==> config.mk <==
export PLATFORM = sky130hd
export DESIGN_NAME = nonce_scheduler
export DESIGN_NICKNAME = d
export VERILOG_FILES = /design/src/rtl/nonce_sched_pkg.sv /design/src/rtl/nonce_sched_pick.sv /design/src/rtl/nonce_scheduler.sv
export SDC_FILE = /design/constraint.sdc
export NUM_CORES = 1
export LEC_CHECK = 0
export CAP_MARGIN = 0
export CORE_ASPECT_RATIO = 1.75
export CORE_MARGIN = 4
export CORE_UTILIZATION = 52
export CTS_BUF_LIST = sky130_fd_sc_hd__clkbuf_16
export CTS_CLUSTER_DIAMETER = 100
export DETAILED_ROUTE_END_ITERATION = 8
export PLACE_DENSITY = 0.82
export SYNTH_ARGS = -nofsm -noshare
export SYNTH_HDL_FRONTEND = slang
export SYNTH_SLANG_ARGS = --single-unit
==> constraint.sdc <==
create_clock -name clk -period 15.4 [get_ports clk]
set_input_delay 4.62 -clock clk [delete_from_list [all_inputs] [get_ports clk]]
set_output_delay 4.62 -clock clk [all_outputs]
set_load 0.02 [all_outputs]
==> src/rtl/nonce_sched_pkg.sv <==
// Shared types and helpers for the nonce scheduler: FSM state type, width defaults and a
// lowest-set-bit finder used to pick the next idle hash core.
package nonce_sched_pkg;

  localparam int unsigned NonceWDefault = 32;
  localparam int unsigned MaxCores      = 16;
  localparam int unsigned CoreIdxW      = 4;

  typedef enum logic [1:0] {
    IDLE     = 2'd0,
    DISPATCH = 2'd1,
    DRAIN    = 2'd2,
    FINISH   = 2'd3
  } sched_state_t;

  typedef struct packed {
    logic                valid;
    logic [CoreIdxW-1:0] idx;
  } lowest_t;

  // Scan from the top so the lowest set bit is the last one written.
  function automatic lowest_t lowest_set(input logic [MaxCores-1:0] mask);
    lowest_t res;
    res = '0;
    for (int i = MaxCores - 1; i >= 0; i--) begin
      if (mask[i]) begin
        res.valid = 1'b1;
        res.idx   = CoreIdxW'(i);
      end
    end
    return res;
  endfunction

endpackage

==> src/rtl/nonce_sched_pick.sv <==
// Combinational helper: lowest-index idle core for the next job, and the minimum
// winning nonce among the cores retiring in the current cycle.
module nonce_sched_pick
  import nonce_sched_pkg::*;
#(
  parameter int unsigned NUM_CORES = 4,
  parameter int unsigned NONCE_W   = NonceWDefault
) (
  input  logic [NUM_CORES-1:0]         idle_mask,
  input  logic [NUM_CORES-1:0]         cand_mask,
  input  logic [NUM_CORES*NONCE_W-1:0] cand_nonce,
  output logic                         pick_valid,
  output logic [CoreIdxW-1:0]          pick_idx,
  output logic                         cand_valid,
  output logic [NONCE_W-1:0]           cand_min
);

  logic [MaxCores-1:0] idle_pad;
  lowest_t             pick;

  always_comb begin
    idle_pad                = '0;
    idle_pad[NUM_CORES-1:0] = idle_mask;
    pick                    = lowest_set(idle_pad);
  end

  assign pick_valid = pick.valid;
  assign pick_idx   = pick.idx;

  always_comb begin
    cand_valid = 1'b0;
    cand_min   = '0;
    for (int i = 0; i < int'(NUM_CORES); i++) begin
      if (cand_mask[i] && (!cand_valid || cand_nonce[i*NONCE_W +: NONCE_W] < cand_min)) begin
        cand_valid = 1'b1;
        cand_min   = cand_nonce[i*NONCE_W +: NONCE_W];
      end
    end
  end

endmodule

==> src/rtl/nonce_scheduler.sv <==
// Dispatches a nonce range across NUM_CORES hash cores and tracks the smallest winning nonce.
// Optional macro STOP_ON_FIND_EN: stop issuing new jobs once a winner has been recorded.
module nonce_scheduler
  import nonce_sched_pkg::*;
#(
  parameter int unsigned NUM_CORES = 4,
  parameter int unsigned NONCE_W   = NonceWDefault
) (
  input  logic                         clk,
  input  logic                         reset_n,
  input  logic                         start,
  input  logic [NONCE_W-1:0]           nonce_base,
  input  logic [NONCE_W-1:0]           nonce_count,
  input  logic [NONCE_W-1:0]           target,
  output logic [NUM_CORES-1:0]         core_start,
  output logic [NUM_CORES*NONCE_W-1:0] core_nonce,
  input  logic [NUM_CORES-1:0]         core_done,
  input  logic [NUM_CORES*NONCE_W-1:0] core_hash,
  output logic                         busy,
  output logic                         done,
  output logic                         found,
  output logic [NONCE_W-1:0]           found_nonce,
  output logic [NONCE_W-1:0]           jobs_done
);

  sched_state_t               state_q, state_d;
  logic [NONCE_W-1:0]         target_q, target_d;
  logic [NONCE_W-1:0]         next_nonce_q, next_nonce_d;
  logic [NONCE_W-1:0]         remaining_q, remaining_d;
  logic [NONCE_W-1:0]         jobs_done_q, jobs_done_d;
  logic [NONCE_W-1:0]         found_nonce_q, found_nonce_d;
  logic                       found_q, found_d;
  logic                       busy_q, busy_d;
  logic                       done_q, done_d;
  logic [NUM_CORES-1:0]       core_busy_q, core_busy_d;
  logic [NUM_CORES*NONCE_W-1:0] nonce_q, nonce_d;

  logic                       pick_valid;
  logic [CoreIdxW-1:0]        pick_idx;
  logic                       cand_valid;
  logic [NONCE_W-1:0]         cand_min;
  logic                       issue;
  logic                       stop_hit;
  logic [NUM_CORES-1:0]       issue_vec;
  logic [NUM_CORES-1:0]       retire_vec;
  logic [NUM_CORES-1:0]       cand_mask;
  logic [NONCE_W-1:0]         retire_cnt;

`ifdef STOP_ON_FIND_EN
  assign stop_hit = found_q;
`else
  assign stop_hit = 1'b0;
`endif

  nonce_sched_pick #(
    .NUM_CORES (NUM_CORES),
    .NONCE_W   (NONCE_W)
  ) u_pick (
    .idle_mask  (~core_busy_q),
    .cand_mask  (cand_mask),
    .cand_nonce (nonce_q),
    .pick_valid (pick_valid),
    .pick_idx   (pick_idx),
    .cand_valid (cand_valid),
    .cand_min   (cand_min)
  );

  // Idle mask comes from registered state, so a core freed this cycle is reissued next cycle.
  assign issue = (state_q == DISPATCH) && (remaining_q != '0) && pick_valid && !stop_hit;

  always_comb begin
    issue_vec  = '0;
    retire_vec = '0;
    cand_mask  = '0;
    retire_cnt = '0;
    nonce_d    = nonce_q;
    core_nonce = nonce_q;
    for (int i = 0; i < int'(NUM_CORES); i++) begin
      issue_vec[i] = issue && (pick_idx == CoreIdxW'(i));
      if (issue_vec[i]) begin
        nonce_d[i*NONCE_W +: NONCE_W]    = next_nonce_q;
        core_nonce[i*NONCE_W +: NONCE_W] = next_nonce_q;
      end
      retire_vec[i] = (state_q != IDLE) && core_done[i] && core_busy_q[i];
      cand_mask[i]  = retire_vec[i] && (core_hash[i*NONCE_W +: NONCE_W] < target_q);
      retire_cnt    = retire_cnt + NONCE_W'(retire_vec[i]);
    end
  end

  always_comb begin
    state_d       = state_q;
    target_d      = target_q;
    busy_d        = busy_q;
    done_d        = done_q;
    found_d       = found_q;
    found_nonce_d = found_nonce_q;
    jobs_done_d   = jobs_done_q + retire_cnt;
    core_busy_d   = (core_busy_q & ~retire_vec) | issue_vec;
    next_nonce_d  = issue ? next_nonce_q + 1'b1 : next_nonce_q;
    remaining_d   = issue ? remaining_q - 1'b1 : remaining_q;

    if (cand_valid) begin
      found_d       = 1'b1;
      found_nonce_d = (found_q && found_nonce_q < cand_min) ? found_nonce_q : cand_min;
    end

    case (state_q)
      IDLE: begin
        if (start) begin
          target_d      = target;
          next_nonce_d  = nonce_base;
          remaining_d   = nonce_count;
          busy_d        = 1'b1;
          done_d        = 1'b0;
          found_d       = 1'b0;
          found_nonce_d = '0;
          jobs_done_d   = '0;
          state_d       = (nonce_count == '0) ? FINISH : DISPATCH;
        end
      end
      DISPATCH: begin
        if (remaining_d == '0 || stop_hit) state_d = DRAIN;
      end
      DRAIN: begin
        if (core_busy_q == '0) state_d = FINISH;
      end
      FINISH: begin
        busy_d  = 1'b0;
        done_d  = 1'b1;
        state_d = IDLE;
      end
      default: state_d = IDLE;
    endcase
  end

  always_ff @(posedge clk or negedge reset_n) begin
    if (!reset_n) begin
      state_q       <= IDLE;
      target_q      <= '0;
      next_nonce_q  <= '0;
      remaining_q   <= '0;
      jobs_done_q   <= '0;
      found_nonce_q <= '0;
      found_q       <= 1'b0;
      busy_q        <= 1'b0;
      done_q        <= 1'b0;
      core_busy_q   <= '0;
      nonce_q       <= '0;
    end else begin
      state_q       <= state_d;
      target_q      <= target_d;
      next_nonce_q  <= next_nonce_d;
      remaining_q   <= remaining_d;
      jobs_done_q   <= jobs_done_d;
      found_nonce_q <= found_nonce_d;
      found_q       <= found_d;
      busy_q        <= busy_d;
      done_q        <= done_d;
      core_busy_q   <= core_busy_d;
      nonce_q       <= nonce_d;
    end
  end

  assign core_start  = issue_vec;
  assign busy        = busy_q;
  assign done        = done_q;
  assign found       = found_q;
  assign found_nonce = found_nonce_q;
  assign jobs_done   = jobs_done_q;

endmodule

==> results.yml <==
placed_design:
  placed_cells: 3266
  hpwlAfterDp_mm: 59.93
  place_ws_ps: -1885
  io_buffers: 429
  globalplace.congestion: 1.027
  placed_area_sq_um: 26240
drt:
  routed_wl_mm: 78.93
  dr.first_iter.drc_count: 1534
  vias_per_cell: 6.084
  wl_per_cell_um: 23.46
  drc: 0
  num_vias: 20470
  dr.pass1.iters: 8
  drtAntennaViolNets: 0
sta:
  period_needed_ps: 16250
  setup_violations: 32
  report.final.hold_viol_count: 0
  fin_skew_ps: 15.78
  fmax_ghz: 0.06153
  maxSlewViolCount: 0
  worst_pin_slew_ps: 1445
  slew_headroom_pct: 2.675
  rsz0062_at_grt: "true"
  hold_ws_ps: 537.3
  fin_ws_ps: -853.5
  fin_crit_sh_pct: 105.5
critical_path:
  critPathCapture: "found_nonce[7]"
  cp_max_fo: 15
  worst_path_largest_cell_delay_ps: 550
  critPathLaunch: "core_hash[23]"
  cp-start-kind: "primary input"
  cp_slowest_cell: "o41ai_2"
  cp-end-kind: "flop"
  cp.required_ps: 15870
  reg2reg_from: "target_q[19]"
  crit_arrival_ps: 16720
  r2r_end: "found_nonce[7]"
  path_common_cell: "a211oi_2"
  rr_worst_depth: 61
  worst-setup-path-type: "in -> reg"
  r2r_slack_ps: 3000
floorplan:
  fp-row-count: 95
  ios: 430
  coreArea_sq_um: 38390
  dieArea_sq_um: 42190
  start_util_pct: 52.62
  fp.dieH_um: 268.7
  die_w_um: 157.0
grt:
  grt_max_degree: 96
  grt_pass1_vias: 21310
  grt_pass1_wl_mm: 114.9
  overflow: 0
  antenna_found_initial: 14
  grt_use_total_pct: 34.88
logic_synthesis:
  synth_area_per_cell_sq_um: 8.907
  synthTopCellsByArea: "dfrtp_1 37%, ha_1 16%, nand2_1 6.9%, o21ai_0 5.6%, mux2i_1 3.2%"
  syn-cell-area_sq_um: 20200
  synth_top_cell_by_area: "dfrtp_1"
  synth_cells: 2268
  synth.top_cell.area_share_pct: 36.79
  yosysUniqueCellTypes: 76
  synth_edf_count: 0
  async_flop_share_pct: 100.0
  ys_seq_area_share_pct: 36.79
  ys_warn_count: 0
  synth-seq-cells: 297
  synth_ff_type: "dfrtp_1"
  synth_fp_nets: 2758
clocking:
  cts_root_buf: "clkbuf_16"
  clock_path_buffers: 3
  clk_pin_slew_worst_paths_ps: 70
  clock_sinks: 297
  cts_tree: "done"
  clk_latency_ps: 590
  numCtsBuffers: 30
  cts_hold_buf: 0
  htree_levels: 1
status:
  failed_checks: "negative setup slack"
  run_status: "finished with violations"
layout:
  mostFrequentLayoutCell: "clkdlybuf4s50_1"
  finalNetCount: 3335
  multi_input_area_sq_um: 12620
  layout_common_cells: "425 x clkdlybuf4s50_1, 360 x nand2_1, 297 x dfrtp_1, 236 x ha_1, 217 x o21ai_0"
  regArea_sq_um: 7432
  layout-drive-gt1-share_pct: 16.10
  fillers: 2748
  final_area_sq_um: 28450
  stdcell_count: 3364
  syn_to_final_growth_pct: 40.83
pwr:
  p_leak_nw: 12.32
  p_per_area_nw_per_um2: 208.3
  irDropWorstVdd_mv: 0.1059
min_path:
  min_path_type: "reg -> reg"
run:
  drv_cap: 0
[cell families (layout without fill, tap and decap cells)]
group,count (synthesis),count (layout),synth area share [%]
fa+ha+maj,259,259,16.15
mux,119,119,6.231
xor+xnor,88,88,3.815
simple gates,768,768,17.84
flops,297,297,36.79
buf+inv,260,861,4.936
compound gates,477,477,14.23
other cells,0,10,0
[metrics by stage]
stage,utilization (%),power [W],TNS [ps]
CTS,71.69,0.005584,-10330
global route,74.10,0.006269,-37520
global placement,68.36,0.004598,-40280
finish,74.10,0.005927,-25910
detailed placement,68.36,0.004734,-57360
floorplan,-,0.003227,0
[worst min-delay path by stage]
stage,from,to,slack [ps],cells after the start
after global routing,nonce_q[20],nonce_q[20],550,1
after detailed placement,nonce_q[31],nonce_q[31],490,2
after global placement,nonce_q[31],nonce_q[31],490,2
after CTS,nonce_q[31],nonce_q[31],520,2
after floorplan,remaining_q[5],remaining_q[5],490,2
final,nonce_q[12],nonce_q[12],540,2
[worst max-delay path, delay by kind of cell]
kind,cells,cell delay (ps)
AO/OA/AOI/OAI,26,5570
buffers and inverters,16,2600
multiplexers,3,820
adder cells (fa/ha/maj),5,1100
AND/OR/NAND/NOR,11,1910
[final cells by class]
class | instances | area share (%)
diodes | 10 | 0.08796
clock buffers | 31 | 2.727
clock inverters | 25 | 0.6465
inverters | 155 | 2.045
multi-input cells | 1711 | 44.37
flip-flops and latches | 297 | 26.12
well taps | 485 | 2.133
repair buffers | 650 | 21.87
[registers in the layout (all words and copies together) (netlist names), 2 cells and up]
name          cells
remaining_q      32
state_q           2
nonce_q         128
jobs_done        32
next_nonce_q     32
found_nonce      32
target_q         32
core_busy_q       4
[synth_stat cells, types with 4 or more instances]
cell type    n
or3_1        9
nor3b_1      9
inv_1      154
ha_1       256
a31oi_1      8
a221o_1      5
o211ai_1     8
or2_2        5
a211oi_1    53
clkbuf_1    92
and4_1       9
and3_1      14
and2_1       4
or4_1        7
a21oi_1     84
xor2_1      40
nand2_1    369
xnor2_1     48
nor2b_1      9
nand3_1     46
a221oi_1     4
buf_2       11
o21a_1      13
nor2_1     115
dfrtp_1    297
mux2i_1     65
o21ai_0    225
nand2b_1     7
a21o_1      35
nand4_1     64
nand3b_1     4
mux2_2      53
nor4_1      49
nor3_1      31
[routing by layer]
| metal | wire length, um | up-vias | GRT usage (%) |
|---|---|---|---|
| li1 | - | 9208 | - |
| met3 | 5156 | 397 | 5.556 |
| met4 | 7002 | 6 | 25.66 |
| met1 | 25230 | 9781 | 34.62 |
| met2 | 41500 | 1076 | 64.44 |
| met5 | 41 | - | 0 |
[report_power, final]
part	total, W	internal [W]	switching [W]
logic	0.00372	0.00167	0.00205
clock network	0.000739	0.000399	0.000340
registers	0.00147	0.00110	0.000363
total	0.00593	0.00318	0.00275
[repair_timing]
action | 4_1_cts | 5_1_grt
endpoints found under the setup margin | 32 | 32
gates cloned | 0 | 4
gates resized for setup | 51 | 124
buffers inserted | 12 | 18
pin swaps | 10 | 56
No activity file was read; power rests on OpenSTA's default activity.
